`src/rtl/int_div_unit.sv`:
```
// Iterative RV32M divide/remainder unit for integer pipe 2.
// Radix-2 restoring division, one quotient bit per cycle, with
// divide-by-zero and signed-overflow results produced in one cycle.

`ifndef PRF_INT_INDEX_SIZE
`define PRF_INT_INDEX_SIZE 6
`endif

module int_div_unit #(
    parameter int XLEN           = 32,
    parameter int PRF_INDEX_SIZE = `PRF_INT_INDEX_SIZE,
    parameter int ROB_INDEX_SIZE = 6
) (
    input  logic                      clock,
    input  logic                      reset,
    input  logic                      flush,
    input  logic                      in_valid,
    input  logic [1:0]                in_op,
    input  logic [XLEN-1:0]           in_rs1,
    input  logic [XLEN-1:0]           in_rs2,
    input  logic [PRF_INDEX_SIZE-1:0] in_rd_prf_index,
    input  logic [ROB_INDEX_SIZE-1:0] in_rob_index,
    output logic                      busy,
    output logic                      out_valid,
    input  logic                      out_ready,
    output logic [XLEN-1:0]           out_result,
    output logic [PRF_INDEX_SIZE-1:0] out_rd_prf_index,
    output logic [ROB_INDEX_SIZE-1:0] out_rob_index,
    output logic                      ctb_valid,
    output logic [PRF_INDEX_SIZE-1:0] ctb_prf_int_index
);

    typedef enum logic [1:0] {
        IDLE = 2'd0,
        BUSY = 2'd1,
        DONE = 2'd2
    } state_t;

    localparam logic [XLEN-1:0] MIN_INT = {1'b1, {(XLEN-1){1'b0}}};

    state_t                    state_r, state_n;
    logic [XLEN-1:0]           rem_r, quo_r, dsr_r, result_r;
    logic [5:0]                cnt_r;
    logic                      is_rem_r, neg_q_r, neg_r_r;
    logic [PRF_INDEX_SIZE-1:0] tag_r;
    logic [ROB_INDEX_SIZE-1:0] rob_r;

    logic                      accept_s, is_signed_s, is_rem_s;
    logic                      rs1_neg_s, rs2_neg_s, div0_s, ovf_s;
    logic [XLEN-1:0]           abs1_s, abs2_s, special_s;
    logic [XLEN:0]             shift_s, diff_s;
    logic [XLEN-1:0]           rem_n_s, quo_n_s, q_fix_s, r_fix_s;
    logic                      qbit_s, done_s;

    // Decode the arriving op: operand magnitudes and the one-cycle special results.
    always_comb begin
        accept_s    = in_valid & ~flush;
        is_signed_s = ~in_op[0];
        is_rem_s    = in_op[1];
        rs1_neg_s   = is_signed_s & in_rs1[XLEN-1];
        rs2_neg_s   = is_signed_s & in_rs2[XLEN-1];
        abs1_s      = rs1_neg_s ? ({XLEN{1'b0}} - in_rs1) : in_rs1;
        abs2_s      = rs2_neg_s ? ({XLEN{1'b0}} - in_rs2) : in_rs2;
        div0_s      = (in_rs2 == {XLEN{1'b0}});
        ovf_s       = is_signed_s & (in_rs1 == MIN_INT) & (in_rs2 == {XLEN{1'b1}});
        if (div0_s) begin
            special_s = is_rem_s ? in_rs1 : {XLEN{1'b1}};
        end else begin
            special_s = is_rem_s ? {XLEN{1'b0}} : MIN_INT;
        end
    end

    // One restoring-division step plus the sign fix-up applied on the last step.
    always_comb begin
        shift_s = {rem_r, quo_r[XLEN-1]};
        diff_s  = shift_s - {1'b0, dsr_r};
        if (!diff_s[XLEN]) begin
            rem_n_s = diff_s[XLEN-1:0];
            qbit_s  = 1'b1;
        end else begin
            rem_n_s = shift_s[XLEN-1:0];
            qbit_s  = 1'b0;
        end
        quo_n_s = {quo_r[XLEN-2:0], qbit_s};
        q_fix_s = neg_q_r ? ({XLEN{1'b0}} - quo_n_s) : quo_n_s;
        r_fix_s = neg_r_r ? ({XLEN{1'b0}} - rem_n_s) : rem_n_s;
    end

    // Next-state logic; flush overrides both issue and writeback handshake.
    always_comb begin
        state_n = state_r;
        case (state_r)
            IDLE: begin
                if (accept_s) begin
                    state_n = (div0_s | ovf_s) ? DONE : BUSY;
                end else begin
                    state_n = IDLE;
                end
            end
            BUSY: begin
                if (flush) begin
                    state_n = IDLE;
                end else if (cnt_r == 6'd1) begin
                    state_n = DONE;
                end else begin
                    state_n = BUSY;
                end
            end
            DONE: begin
                if (flush | out_ready) begin
                    state_n = IDLE;
                end else begin
                    state_n = DONE;
                end
            end
            default: state_n = IDLE;
        endcase
    end

    // State register.
    always_ff @(posedge clock) begin
        if (reset) begin
            state_r <= IDLE;
        end else begin
            state_r <= state_n;
        end
    end

    // Datapath: latch the op on accept, iterate in BUSY, capture the fixed-up result.
    always_ff @(posedge clock) begin
        if (reset) begin
            rem_r    <= {XLEN{1'b0}};
            quo_r    <= {XLEN{1'b0}};
            dsr_r    <= {XLEN{1'b0}};
            result_r <= {XLEN{1'b0}};
            cnt_r    <= 6'd0;
            is_rem_r <= 1'b0;
            neg_q_r  <= 1'b0;
            neg_r_r  <= 1'b0;
            tag_r    <= {PRF_INDEX_SIZE{1'b0}};
            rob_r    <= {ROB_INDEX_SIZE{1'b0}};
        end else begin
            case (state_r)
                IDLE: begin
                    if (accept_s) begin
                        tag_r    <= in_rd_prf_index;
                        rob_r    <= in_rob_index;
                        is_rem_r <= is_rem_s;
                        neg_q_r  <= rs1_neg_s ^ rs2_neg_s;
                        neg_r_r  <= rs1_neg_s;
                        rem_r    <= {XLEN{1'b0}};
                        quo_r    <= abs1_s;
                        dsr_r    <= abs2_s;
                        cnt_r    <= 6'(XLEN);
                        result_r <= special_s;
                    end
                end
                BUSY: begin
                    rem_r <= rem_n_s;
                    quo_r <= quo_n_s;
                    cnt_r <= cnt_r - 6'd1;
                    if (cnt_r == 6'd1) begin
                        result_r <= is_rem_r ? r_fix_s : q_fix_s;
                    end
                end
                default: begin
                end
            endcase
        end
    end

    // Outputs are forced to zero outside DONE; the valid is killed during a flush.
    always_comb begin
        done_s            = (state_r == DONE);
        busy              = (state_r != IDLE);
        out_valid         = done_s & ~flush;
        out_result        = done_s ? result_r : {XLEN{1'b0}};
        out_rd_prf_index  = done_s ? tag_r : {PRF_INDEX_SIZE{1'b0}};
        out_rob_index     = done_s ? rob_r : {ROB_INDEX_SIZE{1'b0}};
        ctb_valid         = out_valid & out_ready;
        ctb_prf_int_index = out_rd_prf_index;
    end

    int_div_unit_chk u_chk (
        .clock    (clock),
        .reset    (reset),
        .flush    (flush),
        .in_valid (in_valid),
        .busy     (busy)
    );

endmodule

// Protocol checker: no new divide may be issued while the unit is occupied.
module int_div_unit_chk (
    input logic clock,
    input logic reset,
    input logic flush,
    input logic in_valid,
    input logic busy
);

    a_no_issue_when_busy: assert property (
        @(posedge clock) disable iff (reset) !(in_valid && busy && !flush)
    ) else $error("int_div_unit: in_valid asserted while busy");

endmodule

```
`config.mk`:
```
export PLATFORM = sky130hd
export DESIGN_NAME = int_div_unit
export DESIGN_NICKNAME = d
export VERILOG_FILES = /design/src/rtl/int_div_unit.sv
export SDC_FILE = /design/constraint.sdc
export NUM_CORES = 1
export LEC_CHECK = 0
export ABC_AREA = 1
export BUFFER_PORTS_ARGS = -buffer_cell sky130_fd_sc_hd__buf_2
export CAP_MARGIN = 20
export CORE_ASPECT_RATIO = 0.75
export CORE_MARGIN = 2
export CORE_UTILIZATION = 42
export DETAILED_ROUTE_END_ITERATION = 12
export PLACE_DENSITY = 0.73
export SYNTH_ARGS = -nofsm -noshare
export SYNTH_HDL_FRONTEND = slang
export SYNTH_SLANG_ARGS = --single-unit
export TNS_END_PERCENT = 20
```
`constraint.sdc`:
```
create_clock -name clock -period 3.7 [get_ports clock]
set_input_delay 0.37 -clock clock [delete_from_list [all_inputs] [get_ports clock]]
set_output_delay 0.37 -clock clock [all_outputs]
set_load 0.005 [all_outputs]
```
Yosys cells after proc, flatten, opt, wreduce, memory -nomap -nowiden
Index checks and enable logic that the tools add are counted.
{"block": "word_totals", "romBits": 0, "inputBits": 83, "ram_bits": 0, "elab_cells": 71, "output_inout_bits": 53, "n_memories": 0, "latch_bits": 0, "regBits": 151}
{"block": "op_classes", "multipliers": 0, "n_addsub": 6, "n_shift": 0, "eq_ne": 7, "reduce_logical": 7, "div_mod_pow": 0, "muxes": 28, "n_lt_le_gt_ge": 0, "bitwise": 12}
{"op": "$mux W32", "n": 14}
{"op": "$pmux W32 S2", "n": 3}
{"op": "$sub A1 B32 Y32 const A", "n": 4}
{"op": "$eq A32 B32 Y1 const B", "n": 2}
{"op": "$sub A33 B32 Y33", "n": 1}
{"op": "$logic_not A32 Y1", "n": 1}
{"op": "$mux W6", "n": 3}
{"op": "$pmux W6 S2", "n": 1}
{"op": "$mux W2", "n": 5}
{"op": "$and A1 B1 Y1", "n": 7}
{"op": "$eq A6 B1 Y1 const B", "n": 1}
{"op": "$pmux W2 S3", "n": 1}
{"op": "$sub A6 B1 Y6 const B", "n": 1}
{"op": "$ne A2 B2 Y1 const B", "n": 2}
{"op": "$reduce_and A2 Y1", "n": 2}
{"op": "$reduce_bool A2 Y1", "n": 2}
{"op": "$reduce_and A3 Y1", "n": 1}
{"op": "$eq A2 B1 Y1 const B", "n": 1}
{"op": "$eq A2 B2 Y1 const B", "n": 1}
{"op": "$logic_not A2 Y1", "n": 1}
{"op": "$not A1 Y1", "n": 2}
{"op": "$or A1 B1 Y1", "n": 2}
{"op": "$mux W1", "n": 1}
{"op": "$xor A1 B1 Y1", "n": 1}

Longest topological paths before layout
{"block": "logic_depth", "depth_word": 7, "mapped_depth": 32, "ltp_nobuf": 31}

Worst setup path before layout
Ideal clock, no wire load.
{"block": "synth_path", "kind": "register -> register", "startpoint": "reg quo_r[31]", "endpoint": "reg result_r[30]", "t_arrival_ns": 3.803, "setup_ns": 0.070, "n_path_buf": 1, "period_less_slack_ns": 3.873, "setup_slack_ns": -0.173, "t_required_ns": 3.630, "stages_incl_launch_ff": 32, "cell_sequence": "dfxtp_1 inv_1 ha_1 inv_1 fa_1 nand2_1 nand2_1 nand3_1 nand2_1 nand2_1 nand2_1 nand2_4 nand3_2 nand2_4 buf_2 ha_1 nand3_1 nor2_1 nand2_1 nor2_1 nand4_1 nand2_1 o21ai_0 a21oi_1 o21ai_0 nor2_1 o21ai_0 a21oi_1 nor2_1 nand2_1 nand2_1 a21oi_1"}
{"block": "synth_via", "elab_chain_len": 7, "word_cells_on_any_way": 10, "classes_between": "add/sub (3); mux (7)"}
{"element": "from (decl)", "line": "42", "rtl": "logic [XLEN-1:0] rem_r, quo_r, dsr_r, result_r;"}
{"element": "from (signal assigned)", "line": "133", "rtl": "quo_r <= {XLEN{1'b0}};"}
{"element": "from (signal assigned)", "line": "152", "rtl": "quo_r <= abs1_s;"}
{"element": "from (signal assigned)", "line": "160", "rtl": "quo_r <= quo_n_s;"}
{"element": "$sub A33 B32 Y33", "line": "76", "rtl": "diff_s = shift_s - {1'b0, dsr_r};"}
{"element": "$mux W1 / $mux W32 (equally long branches)", "line": "77", "rtl": "if (!diff_s[XLEN]) begin"}
{"element": "$sub A1 B32 Y32 (on tied branches)", "line": "85, 86"}
{"element": "$mux W32 (on tied branches)", "line": "85, 86"}
{"element": "$mux W32 *", "line": "163", "rtl": "result_r <= is_rem_r ? r_fix_s : q_fix_s;"}
{"element": "$mux W32 *", "line": "162", "rtl": "if (cnt_r == 6'd1) begin"}
{"element": "$pmux W32 S2 *", "line": "143", "rtl": "case (state_r)"}
{"element": "to (signal assigned)", "line": "135", "rtl": "result_r <= {XLEN{1'b0}};"}
{"element": "to (signal assigned)", "line": "155", "rtl": "result_r <= special_s;"}
{"element": "to (signal assigned)", "line": "163"}
{"element": "to (decl)", "line": "42"}
Every way passes the cells marked *; elsewhere a longest branch is shown, timed or not. The select of a mux whose other input is x is not followed.
A chain may end at the register's enable or synchronous reset.

Final worst setup path
{"block": "layout_path", "startpoint": "reg quo_r[31]", "endpoint": "reg result_r[5]"}
Same word-level chain as after synthesis.

==> metrics.cfg <==
[sta]
setup-violations-final=0
finalSetupTns_ns=0
fin_crit_sh_pct=97.1
finClkSkew_ns=0.0164
timing.slew.headroom_pct=24.8
layout_min_cycle_time_ns=3.59
finalHoldWorstSlack_ns=0.207
clock.fmax_ghz=0.278
tightest_slew_ns=1.13
rsz0062_at_grt=yes
hold_viol=0
slew_violations=0

[detailed_routing]
wire_per_inst_um=17.3
drtAntennaViolNets=0
vias=16000
first_pass_iters=7
drc=0
vias_per_cell=5.43
drt-total-wl_um=51100
drt_iter0_drc=1811

[setup_path]
cp.arrival_ns=3.90
rr_startpoint=quo_r[31]
ff2ff_setup_slack_ns=0.11
worst_r2r_endpoint=result_r[5]
crit_start=quo_r[31]
path_max_fanout=25
critPathKind=reg -> reg
crit_path_start_kind=flop
crit_path_end=result_r[5]
worstSetupEndpointType=flop
cp.required_ns=4.01
reg2reg_depth=25

[die]
die_x_um=209
start_util_pct=42.5
rows=56
dieHeight_um=158
ios=136
core_um2=31200
die-area_um2=33000

[hold_path]
hold_class=in -> reg

[grt]
grt_pass1_vias=14300
grtUsageTotal_pct=30.7
grt_pass1_wl_um=79200
antenna_found_initial=1
grt_max_degree=97
overflow=0

[yosys]
yosysSeqAreaShare_pct=22.8
syn-num-nets=2478
syn_area_per_cell_um2=5.62
ys_warn_count=0
synth_cells=2355
syn_area_um2=13200
async_reset_ff_share_pct=0
synth_edf_count=0
postSynthRegisterBits=151
synth-main-ff-cell=dfxtp_1
synth.distinct_cells=52

[clock_tree]
cts_buffer_depth=2
htreeDepth=4
cts_sinks=151
hold_buffers=0
path_clk_slew_ns=0.07
clk_latency_ns=0.45
numCtsBuffers=17
cts_tree=built
clock-root-buffer=clkbuf_16

[power]
power_density_nw_per_um2=386
peakVddDrop_mv=0.298
p_leak_nw=7.95
power_w=0.00617

[cells_and_area]
final_area_um2=16000
fillerInstances=3235
fin_cells=2957
layout.nets=2661
insertedDiodeCount=0
areaGrowthSynthToFinish_pct=20.9
layout_common_cells=nand2_1, inv_1, nor2_1, a21oi_1, nand3_1
drive_gt1_share_pct=16.5
layout_commonest_cell=nand2_1

[place]
port_buffers=135
dpl.cell_count=2916
place_area_um2=15000
dpl.hpwl_um=39400
place.gp.congestion=1.01

[outcome]
status=completed

[job]
maxCapViolations=0

[final cells by class]
| cell class | count | area, um^2 | area share [%] |
|---|---|---|---|
| multi-input cells | 1750 | 8830 | 55.2 |
| flip-flops and latches | 151 | 3030 | 18.9 |
| repair buffers | 266 | 1740 | 10.9 |
| inverters | 352 | 1320 | 8.27 |
| well taps | 406 | 508 | 3.17 |
| clock buffers | 18 | 429 | 2.68 |
| clock inverters | 14 | 140 | 0.876 |
[how the worst min path moves through the flow]
stage,start,endpoint,slack (ns),cells after the start
final,in_rd_prf_index[4],tag_r[4],0.21,3
after global routing,in_rd_prf_index[5],tag_r[5],0.23,3
after CTS,in_rd_prf_index[4],tag_r[4],0.20,3
after detailed placement,rob_r[3],rob_r[3],0.45,2
after global placement,rob_r[5],rob_r[5],0.44,2
after floorplan,rob_r[0],rob_r[0],0.43,2
[metal layers]
layer	track usage [%]	routed length (um)	part of all wire, %	vias up
met5	0	0	0	-
met1	45.6	24300	48	7282
met3	6.69	5670	11	56
met4	7.01	811	1.6	0
li1	-	-	-	7902
met2	44.6	20300	40	804
[where the power goes]
| group | switching (W) | internal (W) | total (W) |
|---|---|---|---|
| Sequential | 0.0000693 | 0.00172 | 0.00178 |
| Combinational | 0.00167 | 0.000929 | 0.00259 |
| Clock | 0.000846 | 0.000946 | 0.00179 |
[kinds of logic (layout without fill, tap and decap cells)]
kind of cell | count (synthesis) | in the layout | synth area share [%]
adder cells (fa/ha/maj) | 40 | 40 | 3.84
buffers and inverters | 454 | 650 | 13.4
AO/OA/AOI/OAI | 448 | 448 | 18.3
AND/OR/NAND/NOR | 1217 | 1217 | 38.7
XOR/XNOR | 45 | 45 | 2.98
flip-flops | 151 | 151 | 22.8
[Yosys cell counts (5+ instances only)]
library cell    n  area share (%)
nand2_1       673              19
inv_1         338             9.6
nor2_1        264             7.5
a21oi_1       188             7.1
nand3_1       162             6.1
o21ai_0       161             6.1
dfxtp_1       151              23
clkbuf_1       76             2.2
ha_1           39             3.7
a31oi_1        34             1.6
nor3_1         31             1.2
xor2_1         29             1.9
nand4_1        24             1.1
o21ai_1        19            0.72
xnor2_1        16             1.1
nor4_1         11            0.52
o211ai_1       11            0.62
buf_1          10            0.28
inv_2           9            0.26
o221ai_1        9            0.60
buf_4           8            0.45
nand2_2         8            0.38
nand3b_1        8            0.45
or2_2           7            0.33
nand2_4         6            0.51
o22ai_1         6            0.28
clkinv_1        5            0.14
o21bai_1        5            0.28
[repair_timing]
item	in CTS	in global routing
buffers inserted	1	9
endpoints found under the hold margin	0	0
endpoints found under the setup margin	4	28
resized for setup	4	82
pin swaps	0	19
[metrics by stage]
step	util, %	setup WS [ns]
6_report	51.3	0.108
5_1_grt	51.3	-0.0860
4_1_cts	50.0	-0.0145
3_5_place_dp	48.1	-0.0889
3_3_place_gp	48.1	-0.0647
2_1_floorplan	-	0.0106
[registers in the layout (all words and copies together), names as in the netlist]
signal and cells:
neg_r_r 1, rob_r 6, rem_r 32, neg_q_r 1, tag_r 6, result_r 32, is_rem_r 1, dsr_r 32
state_r 2, quo_r 32, cnt_r 6
[critical path: stages (launching register included)]
cell     delay, ns
dfxtp_2       0.33
inv_2         0.06
ha_4          0.13
inv_4         0.03
fa_2          0.35
nand2_2       0.08
nand2_2       0.07
nand3_2       0.08
nand2_2       0.07
nand2_2       0.08
nand2_4       0.05
nand2_4       0.10
nand3_4       0.08
nand2_4       0.11
buf_4         0.19
buf_12        0.18
nand2_1       0.12
nand2_4       0.11
nand2_2       0.07
nor2_4        0.11
nand2_1       0.10
buf_4         0.15
a21oi_1       0.20
o22ai_1       0.12
a21oi_1       0.34
a21oi_1       0.12
No activity file was read; power rests on OpenSTA's default activity.
